==> config.mk <==
export PLATFORM = sky130hd
export DESIGN_NAME = seq_adder_bcd_scan
export DESIGN_NICKNAME = d
export VERILOG_FILES = /design/src/rtl/seq_adder_pkg.sv /design/src/rtl/seq_adder_bcd_scan_seg7.sv /design/src/rtl/seq_adder_bcd_scan.sv
export SDC_FILE = /design/constraint.sdc
export NUM_CORES = 1
export LEC_CHECK = 0
export ABC_AREA = 1
export BUFFER_PORTS_ARGS = -buffer_cell sky130_fd_sc_hd__buf_4
export CORE_AREA = 8 8 81 90
export CTS_CLUSTER_DIAMETER = 30
export DETAILED_ROUTE_END_ITERATION = 10
export DIE_AREA = 0 0 89 98
export PLACE_DENSITY_LB_ADDON = 0.05
export SLEW_MARGIN = 20
export SYNTH_ARGS = -nofsm -noshare
export SYNTH_HDL_FRONTEND = slang
export SYNTH_SLANG_ARGS = --single-unit
export TNS_END_PERCENT = 30
==> constraint.sdc <==
create_clock -name clk -period 4 [get_ports clk]
set_input_delay 0.8 -clock clk [delete_from_list [all_inputs] [get_ports clk]]
set_output_delay 0.8 -clock clk [all_outputs]
set_load 0.01 [all_outputs]
==> src/rtl/seq_adder_pkg.sv <==
// seq_adder_pkg: shared types and constants for seq_adder_bcd_scan.
//   state_t       conversion FSM state
//   SEG_0..SEG_F  7-seg glyphs, bit order {dp,g,f,e,d,c,b,a}, active high
//   SEG_BLANK     all segments off
package seq_adder_pkg;

  typedef enum logic {
    IDLE = 1'b0,
    CONV = 1'b1
  } state_t;

  localparam logic [7:0] SEG_0     = 8'h3F;
  localparam logic [7:0] SEG_1     = 8'h06;
  localparam logic [7:0] SEG_2     = 8'h5B;
  localparam logic [7:0] SEG_3     = 8'h4F;
  localparam logic [7:0] SEG_4     = 8'h66;
  localparam logic [7:0] SEG_5     = 8'h6D;
  localparam logic [7:0] SEG_6     = 8'h7D;
  localparam logic [7:0] SEG_7     = 8'h07;
  localparam logic [7:0] SEG_8     = 8'h7F;
  localparam logic [7:0] SEG_9     = 8'h6F;
  localparam logic [7:0] SEG_A     = 8'h77;
  localparam logic [7:0] SEG_B     = 8'h7C;
  localparam logic [7:0] SEG_C     = 8'h39;
  localparam logic [7:0] SEG_D     = 8'h5E;
  localparam logic [7:0] SEG_E     = 8'h79;
  localparam logic [7:0] SEG_F     = 8'h71;
  localparam logic [7:0] SEG_BLANK = 8'h00;

endpackage

==> src/rtl/seq_adder_bcd_scan_seg7.sv <==
// seg7_hex_decode: combinational nibble to 7-seg glyph.
//   nibble  in   4  value 0..F
//   seg     out  8  {dp,g,f,e,d,c,b,a}, active high, dp always 0
module seg7_hex_decode
  import seq_adder_pkg::*;
(
  input  logic [3:0] nibble,
  output logic [7:0] seg
);

  always_comb begin
    seg = SEG_BLANK;
    case (nibble)
      4'h0: seg = SEG_0;
      4'h1: seg = SEG_1;
      4'h2: seg = SEG_2;
      4'h3: seg = SEG_3;
      4'h4: seg = SEG_4;
      4'h5: seg = SEG_5;
      4'h6: seg = SEG_6;
      4'h7: seg = SEG_7;
      4'h8: seg = SEG_8;
      4'h9: seg = SEG_9;
      4'hA: seg = SEG_A;
      4'hB: seg = SEG_B;
      4'hC: seg = SEG_C;
      4'hD: seg = SEG_D;
      4'hE: seg = SEG_E;
      4'hF: seg = SEG_F;
      default: seg = SEG_BLANK;
    endcase
  end

endmodule

==> src/rtl/seq_adder_bcd_scan.sv <==
// seq_adder_bcd_scan: registered adder, serial binary-to-BCD (shift-add-3)
// and multiplexed common-select 7-seg driver.
//
//   state | meaning
//   IDLE  | waiting for start; result/cout hold last value
//   CONV  | shifting latched sum into BCD accumulator, WIDTH+1 cycles
//
// Ports:
//   clk, rst_n         clock (rising), async active-low reset
//   start              request, taken only when not busy
//   a, b, cin          operands, sampled with start
//   bcd_mode           1: decimal result, 0: zero-extended binary; sampled with start
//   ctrl_n             display enable, active low
//   busy, done         conversion in progress / one-cycle completion pulse
//   result, cout       last completed result and carry
//   seg, dig_sel       registered segment data and one-hot digit select
module seq_adder_bcd_scan
  import seq_adder_pkg::*;
#(
  parameter int WIDTH    = 8,
  parameter int DIGITS   = 3,
  parameter int SCAN_DIV = 16,
  parameter int BLANK_LZ = 1
) (
  input  logic                  clk,
  input  logic                  rst_n,
  input  logic                  start,
  input  logic [WIDTH-1:0]      a,
  input  logic [WIDTH-1:0]      b,
  input  logic                  cin,
  input  logic                  bcd_mode,
  input  logic                  ctrl_n,
  output logic                  busy,
  output logic                  done,
  output logic [4*DIGITS-1:0]   result,
  output logic                  cout,
  output logic [7:0]            seg,
  output logic [DIGITS-1:0]     dig_sel
);

  localparam int SW   = WIDTH + 1;
  localparam int RW   = 4 * DIGITS;
  localparam int CW   = $clog2(SW + 1);
  localparam int DIVW = (SCAN_DIV > 1) ? $clog2(SCAN_DIV) : 1;
  localparam int IW   = (DIGITS > 1) ? $clog2(DIGITS) : 1;

  if (WIDTH < 2 || SCAN_DIV < 1 || 4 * DIGITS < SW || (10 ** DIGITS) <= (2 ** SW) - 1) begin : g_param_err
    $error("seq_adder_bcd_scan: DIGITS too small for WIDTH, or WIDTH/SCAN_DIV out of range");
  end

  state_t          state;
  logic [SW-1:0]   sum_in;
  logic [SW-1:0]   sum_q;
  logic [SW-1:0]   shreg;
  logic [RW-1:0]   acc;
  logic [RW-1:0]   acc_adj;
  logic [RW-1:0]   acc_next;
  logic            mode_q;
  logic [CW-1:0]   bit_cnt;

  assign sum_in = {1'b0, a} + {1'b0, b} + SW'(cin);

  for (genvar i = 0; i < DIGITS; i++) begin : g_add3
    assign acc_adj[4*i +: 4] = (acc[4*i +: 4] > 4'd4) ? acc[4*i +: 4] + 4'd3 : acc[4*i +: 4];
  end

  assign acc_next = {acc_adj[RW-2:0], shreg[SW-1]};

  // bit_cnt is a down-counter of remaining shifts; the last shift also
  // publishes the result so partial values never reach the outputs.
  always_ff @(posedge clk or negedge rst_n) begin
    if (!rst_n) begin
      state   <= IDLE;
      busy    <= 1'b0;
      done    <= 1'b0;
      result  <= '0;
      cout    <= 1'b0;
      sum_q   <= '0;
      shreg   <= '0;
      acc     <= '0;
      mode_q  <= 1'b0;
      bit_cnt <= '0;
    end else begin
      done <= 1'b0;
      case (state)
        IDLE: begin
          if (start && !busy) begin
            sum_q   <= sum_in;
            shreg   <= sum_in;
            acc     <= '0;
            mode_q  <= bcd_mode;
            bit_cnt <= CW'(SW);
            busy    <= 1'b1;
            state   <= CONV;
          end
        end
        CONV: begin
          acc     <= acc_next;
          shreg   <= {shreg[SW-2:0], 1'b0};
          bit_cnt <= bit_cnt - CW'(1);
          if (bit_cnt == CW'(1)) begin
            state  <= IDLE;
            busy   <= 1'b0;
            done   <= 1'b1;
            result <= mode_q ? acc_next : RW'(sum_q);
            cout   <= sum_q[SW-1];
          end
        end
        default: state <= IDLE;
      endcase
    end
  end

  logic [DIVW-1:0] div_cnt;
  logic [IW-1:0]   idx;
  logic [3:0]      nib_sel;
  logic [7:0]      seg_dec;
  logic [DIGITS:0] zero_above;
  logic            blank_sel;

  // zero_above[i]: digit i and every digit above it are zero
  assign zero_above[DIGITS] = 1'b1;
  for (genvar i = 0; i < DIGITS; i++) begin : g_lz
    assign zero_above[i] = zero_above[i+1] && (result[4*i +: 4] == 4'd0);
  end

  always_comb begin
    nib_sel   = 4'd0;
    blank_sel = 1'b0;
    for (int i = 0; i < DIGITS; i++) begin
      if (idx == IW'(i)) begin
        nib_sel   = result[4*i +: 4];
        blank_sel = (BLANK_LZ != 0) && (i != 0) && zero_above[i];
      end
    end
  end

  seg7_hex_decode u_dec (
    .nibble (nib_sel),
    .seg    (seg_dec)
  );

  always_ff @(posedge clk or negedge rst_n) begin
    if (!rst_n) begin
      div_cnt <= '0;
      idx     <= '0;
      seg     <= SEG_BLANK;
      dig_sel <= '0;
    end else begin
      if (div_cnt == DIVW'(SCAN_DIV - 1)) begin
        div_cnt <= '0;
        idx     <= (idx == IW'(DIGITS - 1)) ? '0 : idx + IW'(1);
      end else begin
        div_cnt <= div_cnt + DIVW'(1);
      end
      if (ctrl_n) begin
        seg     <= SEG_BLANK;
        dig_sel <= '0;
      end else begin
        seg     <= blank_sel ? SEG_BLANK : seg_dec;
        dig_sel <= DIGITS'(1) << idx;
      end
    end
  end

endmodule

# [Yosys cells after proc, flatten, opt, wreduce, memory -nomap -nowiden]
# Memory sizes are Yosys's and may differ from the RTL's.
# Index checks and enable logic that the tools add are counted.
[word_totals] output_inout_bits=26 mem_bits_ro=112 input_bits=22 mem_count=1 register_bits=68
[op_classes] n_addsub=8 magnitude_cmp=3 shifts=1 n_mux=28 n_eq_ne=6 n_reduce_logical=9 bitwise=1
[memory_table] name="(no name shown)" words=16 width=7 read_ports=1 rd_clocked_by_memory_dff=0 wr=0 line_no="seq_adder_bcd_scan_seg7.sv:13" rtl="case (nibble)"
[ops] op="two-way mux 4 bit" count=7
[ops] op="two-way mux 12 bit" count=2
[ops] op="case mux 12 bit (2 select lines)" count=1
[ops] op="case mux 9 bit (2 select lines)" count=1
[ops] op="two-way mux 8 bit" count=2
[ops] op="greater-than comparator 4 x 3 -> 1 bit, second input constant" count=3
[ops] op="adder 8 x 8 -> 9 bit" count=1
[ops] op="adder 9 x 1 -> 9 bit" count=1
[ops] op="two-way mux 9 bit" count=1
[ops] op="adder 4 x 2 -> 4 bit, second input constant" count=2
[ops] op="logical NOT 4 bit" count=2
[ops] op="two-way mux 1 bit" count=8
[ops] op="case mux 4 bit (2 select lines)" count=1
[ops] op="two-way mux 3 bit" count=2
[ops] op="AND reduction 2 bit" count=3
[ops] op="adder 4 x 1 -> 4 bit, second input constant" count=1
[ops] op="equality test 4 x 1 -> 1 bit, second input constant" count=1
[ops] op="equality test 4 bit, second input constant" count=1
[ops] op="case mux 1 bit (2 select lines)" count=2
[ops] op="subtractor 4 x 1 -> 4 bit, second input constant" count=1
[ops] op="adder 3 x 2 -> 3 bit, second input constant" count=1
[ops] op="left shift 1 x 2 -> 3 bit, first input constant" count=1
[ops] op="adder 2 x 1 -> 2 bit, second input constant" count=1
[ops] op="equality test 2 x 1 -> 1 bit, second input constant" count=1
[ops] op="8 further kinds" count=9

# [Longest topological paths before layout]
# Gate-level depths: netlist of the first run.
# An unclocked memory read counts as a cell.
[depth] depth_word=7 ltp_mapped=12 mapped_depth_nobuf=12

# [Hierarchy]
# From an unflattened synthesis of the first run, not the netlist that was laid out.
[hier_totals] hier_cells=452 area_unflattened_um2=3617.2
[modules_own_cells] module="seq_adder_bcd_scan" area_per_inst_um2=3335.7 n_inst=1 cells_each=398
[modules_own_cells] module="seg7_hex_decode" area_per_inst_um2=281.5 n_inst=1 cells_each=54

# [Worst setup path after synthesis of the first run]
# No wires, ideal clock.
[synth_timing] path_type="input to register" from="in a[0]" to="reg shreg[8]" n_path_buf=0 path_stages=10 t_required_ns=3.866 path_slack_ns=1.888 arrival_ns=1.978 setup_ns=0.134 path_cell_list="inv_1 > fa_1 > inv_1 > fa_1 > nand3_1 > nand2_1 > nand2_1 > nor2_1 > o21ai_0 > nand3_1"
[synth_via] elab_chain_len=4
[synth_rtl] element="from (decl)" line_no="seq_adder_bcd_scan.sv:28" rtl="input logic [WIDTH-1:0] a,"
[synth_rtl] element="adder 8 x 8 -> 9 bit" line_no="seq_adder_bcd_scan.sv:61" rtl="assign sum_in = {1'b0, a} + {1'b0, b} + SW'(cin);"
[synth_rtl] element="adder 9 x 1 -> 9 bit" line_no="seq_adder_bcd_scan.sv:61"
[synth_rtl] element="two-way mux 9 bit" line_no="seq_adder_bcd_scan.sv:87" rtl="if (start && !busy) begin"
[synth_rtl] element="case mux 9 bit (2 select lines)" line_no="seq_adder_bcd_scan.sv:85" rtl="case (state)"
[synth_rtl] element="to (signal assigned)" line_no="seq_adder_bcd_scan.sv:89" rtl="shreg <= sum_in;"
[synth_rtl] element="to (signal assigned)" line_no="seq_adder_bcd_scan.sv:99" rtl="shreg <= {shreg[SW-2:0], 1'b0};"
[synth_rtl] element="to (decl)" line_no="seq_adder_bcd_scan.sv:54" rtl="logic [SW-1:0] shreg;"
# Every way passes these cells. The select of a mux whose other input is x is not followed.
# A chain may end at the register's enable or synchronous reset.

# [Worst setup path in the final report of the first run]
[layout_timing] from="reg state" to="reg shreg[7]"
[layout_via] elab_chain_len=2
[layout_rtl] element="from (decl)" line_no="seq_adder_bcd_scan.sv:51" rtl="state_t state;"
[layout_rtl] element="from (signal assigned)" line_no="seq_adder_bcd_scan.sv:73" rtl="state <= IDLE;"
[layout_rtl] element="from (signal assigned)" line_no="seq_adder_bcd_scan.sv:94" rtl="state <= CONV;"
[layout_rtl] element="from (signal assigned)" line_no="seq_adder_bcd_scan.sv:102" rtl="state <= IDLE;"
[layout_rtl] element="NOT 1 bit (no line)"
[layout_rtl] element="case mux 9 bit (2 select lines) / inequality test 2 bit (equally long branches)"
# Several ways; a longest one is shown, not always the timed one.

==> metrics.csv, run 1 <==
metric,value,unit
status,"complete, no violations",
# nets final,522,
relative slew slack,46.1,%
clock buffer count from CTS,9,
worst setup margin,1.80,ns
post-synthesis register bit count,67,
vias in the first global route,2984,
Hold Crit Depth,2,
Cells after Synth,431,
Crit. Startpoint,state,
final setup TNS,0,ns
via/cell ratio,5.21,
"area leader, netlist",dfrtp_1,
worst skew pair latency,0.35,ns
Die Wd,89,µm
num ports,48,
worst endpoint required time,4.23,ns
Pwr Density,347,nW/µm²
pin count of the biggest net entering global routing,68,
clk buf depth,2,
HP Start,sum_q[1],
Filler cells,503,
synth warn,0,
Synth top area share,47.9,%
clock skew,0.0122,ns
Global Route met3 Usage,5.63,%
CP max FO,19,
worst hold slack,0.486,ns
most instantiated library cell after synthesis,nand2_1,
first-pass GRT wire length,13300,µm
initial antenna violation count,0,
"FFs w/ async S/R, synth",100,%
pre-CTS setup slack,1.66,ns
area delta synth->final,18.6,%
DP HPWL,5550,µm
"Seq/Total Area, Yosys",47.9,%
share of cells above drive strength 1,15.5,%
total grt overflow,0,
crit end category,flop,
Synth cell types,30,
Max H-tree Level,3,
max-slew violations,0,
DRC Markers,0,
clock-pin slew on the worst setup and hold paths,0.07,ns
HP Class,flop to flop,
Tightest Pin Transition,0.808,ns
max_cap viols,0,
Post-Route WL,7420,µm
hold endpoint,sum_q[1],
Die H,98,µm
port buffer count,46,
met2 Use GR,31.4,%
DRT Pass-1 Iters,4,
GR Util met1,22.8,%
Iter 0 DRT Violations,125,
maximum vdd ir drop,232,µV
"Hold-fix buffers, CTS",0,
min Tclk post-route,2.20,ns
# rows,30,
Worst EP arrival,2.43,ns
RSZ-0062 raised after global routing,false,
R2R Setup Slk,1.80,ns
Core ar.,5930,µm²
Placer Congestion,0.814,
GRT Max-Usage Layer,met2,
Synth area leaders,"dfrtp_1 (48%), nand2_1 (14%), ha_1 (6.8%), inv_1 (5.9%), o21ai_0 (4.3%)",
Commonest cells post-synth,"nand2_1 (129), dfrtp_1 (67), inv_1 (55)",
syn nets,474,
GRT Overall Usage,19.4,%
sinks on the clock net,67,
DR WL/cell,13.2,µm
final hold violation count,0,
Tcrit/Tclk final,55.0,%
Synth Flop Type,dfrtp_1,
Setup Buffers After CTS,0,
CTS Root Buffer Type,clkbuf_8,
mapped cell area,3500,µm²
Crit Path Class,flop to flop,
Mean Syn Cell Area,8.12,µm²
# diodes,0,
Starting Density,59.0,%
# setup viols final,0,
via count,2936,
Reg2Reg Depth,7,
R2R Path Start,state,
critical path startpoint category,flop,
remaining antenna violation count,0,
Reg-to-Reg End,shreg[7],
"EDFF count, synth",0,
full die area,8720,µm²
PostCTS Resize Cnt,0,
fmax,0.454,GHz
TritonCTS clock tree,built,
leakage power total,2.30,nW
-- power breakdown --
part	internal, mW	switching, mW
sequential	0.681	0.000936
combinational	0.0377	0.0500
clock	0.419	0.250
-- worst max-delay path: stages, from the launching register on --
cell and delay [ns]:
dfrtp_1 0.63, inv_1 0.33, nand2_1 0.55, inv_1 0.22, nand2_1 0.12, o21ai_0 0.11
inv_1 0.08, nand2_1 0.05
-- sequential cells by signal (all words and copies together), names as in the netlist --
register and flops:
bit_cnt 4, dig_sel 3, div_cnt 4, idx 2, sum_q 9, mode_q 1
busy 1, state 1, result 12, acc 12, cout 1, shreg 9
done 1, seg 7
-- area by class of cell --
| type | instances | area, µm² | share of cell area (%) |
|---|---|---|---|
| Timing Repair Buffer | 47 | 353 | 8.50 |
| Clock buffer | 13 | 179 | 4.31 |
| Sequential cell | 67 | 1680 | 40.4 |
| Inverter | 59 | 221 | 5.33 |
| Clock inverter | 3 | 67.6 | 1.63 |
| Multi-Input combinational cell | 295 | 1550 | 37.4 |
| Tap cell | 80 | 100 | 2.41 |
-- worst max path at each step --
stage / endpoint / depth (start not counted)
floorplan: shreg[8] / 10
global placement: shreg[8] / 11
detailed placement: shreg[8] / 11
CTS: shreg[7] / 7
global route: shreg[7] / 7
finish: shreg[7] / 7
-- per-stage QoR --
| stage | instances | util, % | instance area (µm²) | total power [mW] |
|---|---|---|---|---|
| final | 564 | 70.0 | 4150 | 1.44 |
| after detailed placement | 548 | 65.8 | 3910 | 0.784 |
| after global routing | 564 | 70.0 | 4150 | 1.50 |
| after CTS | 564 | 70.0 | 4150 | 1.45 |
| after global placement | 548 | 65.8 | 3910 | 0.782 |
| after floorplan | 431 | - | 3500 | 0.741 |
-- cells in the final DEF, fill, tap and decap left out --
master	n
a21boi_0	2
buf_4	47
nand3_1	25
o211ai_1	1
clkinvlp_4	1
clkinv_1	1
bufinv_16	2
o21ai_1	2
o21ai_0	30
conb_1	1
or2_2	3
xor2_1	6
nand2_1	129
o22ai_1	14
o21a_1	2
nor2_2	1
nor2_4	2
nand3_4	1
nand3_2	1
a21oi_2	1
fa_1	2
dfrtp_1	67
a21oi_1	24
inv_2	3
nor3_1	4
clkbuf_8	13
nor2_1	23
inv_1	55
a22oi_1	1
ha_1	19
o31ai_1	1
-- cells by family (layout without fill, tap and decap cells) --
family	Yosys count	after routing	share of synthesized area, %
buffers and inverters	69	122	7.72
adders and majority gates	21	21	7.93
DFF	67	67	47.9
other	1	1	0.107
xor gates and xnor gates	6	6	1.50
and+or+nand+nor	189	189	22.6
AOI/OAI and AO/OA	78	78	12.3
-- routing by layer --
metal	share of wire, %	routed length (µm)
met5	0	0
met4	1.7	127
met3	6.5	486
met2	50	3690
met1	42	3120
Note: power is estimated with default switching activity, not from simulation.
==> run 2, diff against run 1 <==
--- a/config.mk
+++ b/config.mk
@@ -7,10 +7,10 @@
 export LEC_CHECK = 0
 export ABC_AREA = 1
 export BUFFER_PORTS_ARGS = -buffer_cell sky130_fd_sc_hd__buf_4
-export CORE_AREA = 8 8 81 90
+export CORE_AREA = 8 8 84 94
 export CTS_CLUSTER_DIAMETER = 30
 export DETAILED_ROUTE_END_ITERATION = 10
-export DIE_AREA = 0 0 89 98
+export DIE_AREA = 0 0 92 102
 export PLACE_DENSITY_LB_ADDON = 0.05
 export SLEW_MARGIN = 20
 export SYNTH_ARGS = -nofsm -noshare
==> constraint.sdc (replaced) <==
create_clock -name clk -period 2.1 [get_ports clk]
set_input_delay 0.42 -clock clk [delete_from_list [all_inputs] [get_ports clk]]
set_output_delay 0.42 -clock clk [all_outputs]
set_load 0.01 [all_outputs]
==> run 2 against run 1 <==
Final area grew 0.42%. Via count shrank 0.37%. Critical path depth grew 3. Clock power is 64% higher. Global-route usage decreased by 1.9 points. Hold slack got worse by 0.42 ns. Core utilization shrank 4.5 points. Combinational power grew 95%. Worst setup slack lost 1.5 ns. Clock skew rose by 0.0018 ns. Sequential share of layout area decreased by 0.17 points. Non-clock buffer count grew 6. Highest routed layer unchanged.
==> metrics.csv, run 2 (same netlist as run 1, synthesis figures left out) <==
metric,value,unit,change
DRC Markers,0,,unchanged
final setup TNS,0,ns,unchanged
DRT Pass-1 Iters,5,,was 4
clk buf depth,2,,unchanged
max_cap viols,0,,unchanged
Core ar.,6360,µm²,was 5930 µm²
Placer Congestion,0.832,,was 0.814
Setup Buffers After CTS,0,,unchanged
"Hold-fix buffers, CTS",0,,unchanged
clock buffer count from CTS,9,,unchanged
via/cell ratio,5.11,,was 5.21
Starting Density,55.0,%,was 59.0%
vias in the first global route,2944,,was 2984
first-pass GRT wire length,13000,µm,was 13300 µm
Tcrit/Tclk final,87.9,%,was 55.0%
most frequent cells in the layout,"nand2_1 (129), dfrtp_1 (67), inv_1 (55)",,unchanged
Die H,102,µm,was 98 µm
num ports,48,,unchanged
HP Class,input port to async pin,,was flop to flop
total grt overflow,0,,unchanged
final hold violation count,0,,unchanged
GR Util met1,19.6,%,was 22.8%
TritonCTS clock tree,built,,unchanged
crit end category,flop,,unchanged
worst skew pair latency,0.35,ns,about the same
largest registers,"acc x12, result x12",,unchanged
max-slew violations,0,,unchanged
# nets final,528,,was 522
full die area,9380,µm²,was 8720 µm²
Die Wd,92,µm,was 89 µm
Crit Path Class,flop to flop,,unchanged
critical path startpoint category,flop,,unchanged
remaining antenna violation count,0,,unchanged
CTS Root Buffer Type,clkbuf_8,,unchanged
Worst EP arrival,2.08,ns,was 2.43 ns
met2 Use GR,30.2,%,was 31.4%
GRT Overall Usage,17.5,%,was 19.4%
area delta synth->final,19.1,%,was 18.6%
port buffer count,46,,unchanged
share of cells above drive strength 1,16.3,%,was 15.5%
clock skew,0.0139,ns,was 0.0122 ns
leakage power total,2.32,nW,was 2.30 nW
pin count of the biggest net entering global routing,68,,unchanged
Post-Route WL,7610,µm,was 7420 µm
Pwr Density,616,nW/µm²,was 347 nW/µm²
maximum vdd ir drop,355,µV,was 232 µV
PostCTS Resize Cnt,0,,unchanged
Max H-tree Level,3,,unchanged
via count,2925,,was 2936
Global Route met3 Usage,5.44,%,was 5.63%
fmax,0.542,GHz,was 0.454 GHz
# rows,31,,was 30
placed cell areas,3970,µm²,was 3910 µm²
clock-pin slew on the worst setup and hold paths,0.07,ns,about the same
# setup viols final,0,,unchanged
DP HPWL,5780,µm,was 5550 µm
min Tclk post-route,1.85,ns,was 2.20 ns
sinks on the clock net,67,,unchanged
DR WL/cell,13.3,µm,was 13.2 µm
worst endpoint required time,2.34,ns,was 4.23 ns
RSZ-0062 raised after global routing,false,,unchanged
status,"complete, no violations",,unchanged
GRT Max-Usage Layer,met2,,unchanged
CP max FO,10,,was 19
Iter 0 DRT Violations,121,,was 125
final instance area,4170,µm²,was 4150 µm²
# diodes,0,,unchanged
"commonest non-fill, non-tap cell in the layout",nand2_1,,unchanged
worst hold slack,0.0669,ns,was 0.486 ns
initial antenna violation count,0,,unchanged
[run 2: power by group]
group	leakage, nW	switching [mW]	internal, mW
clock	0.106	0.487	0.612
combinational	1.43	0.0958	0.0757
sequential	0.785	0.00163	1.30
[run 2: area by class of cell]
| type | instances | area, µm² |
|---|---|---|
| clock inverter | 4 | 48.8 |
| clock buffer | 12 | 155 |
| fill | 567 | 2190 |
| inverter | 59 | 221 |
| timing repair buffer | 53 | 410 |
| tap | 82 | 103 |
| sequential | 67 | 1680 |
| multi-input combinational | 295 | 1550 |
[run 2: through the flow]
step           util [%]  total power [mW]  cells  setup WS (ns)
2_1_floorplan         -              1.41    431          0.368
3_3_place_gp       62.3              1.50    556          0.135
3_5_place_dp       62.3              1.50    556         0.0593
4_1_cts            65.5              2.59    572          0.252
5_1_grt            65.5              2.68    572          0.111
6_report           65.5              2.57    572          0.253
[run 2: worst max-delay path: stages (launching register included)]
cell and delay [ns]:
dfrtp_1 0.50, nor2_2 0.23, nand2_1 0.07, nand3_1 0.20, inv_1 0.12, ha_1 0.29
inv_1 0.04, nand2_1 0.05, nand2_1 0.06, o21ai_1 0.12, nor2_1 0.05
[run 2: path summary, 6_finish.rpt]
kind / start / end / slack (ns) / cells after the start
max in group asynchronous: rst_n / busy / 1.74 / 2
min: rst_n / div_cnt[1] / 0.07 / 2
max reg2reg: idx[1] / seg[3] / 0.25 / 10
min in group clk: ctrl_n / dig_sel[2] / 0.26 / 2
max: idx[1] / seg[3] / 0.25 / 10
min reg2reg: sum_q[1] / sum_q[1] / 0.48 / 2
[run 2: per-layer routing]
layer	vias to the layer above	part of all wire [%]
met5	-	0
met4	0	2.2
met3	13	5.2
met2	64	49
met1	1361	44
li1	1487	-
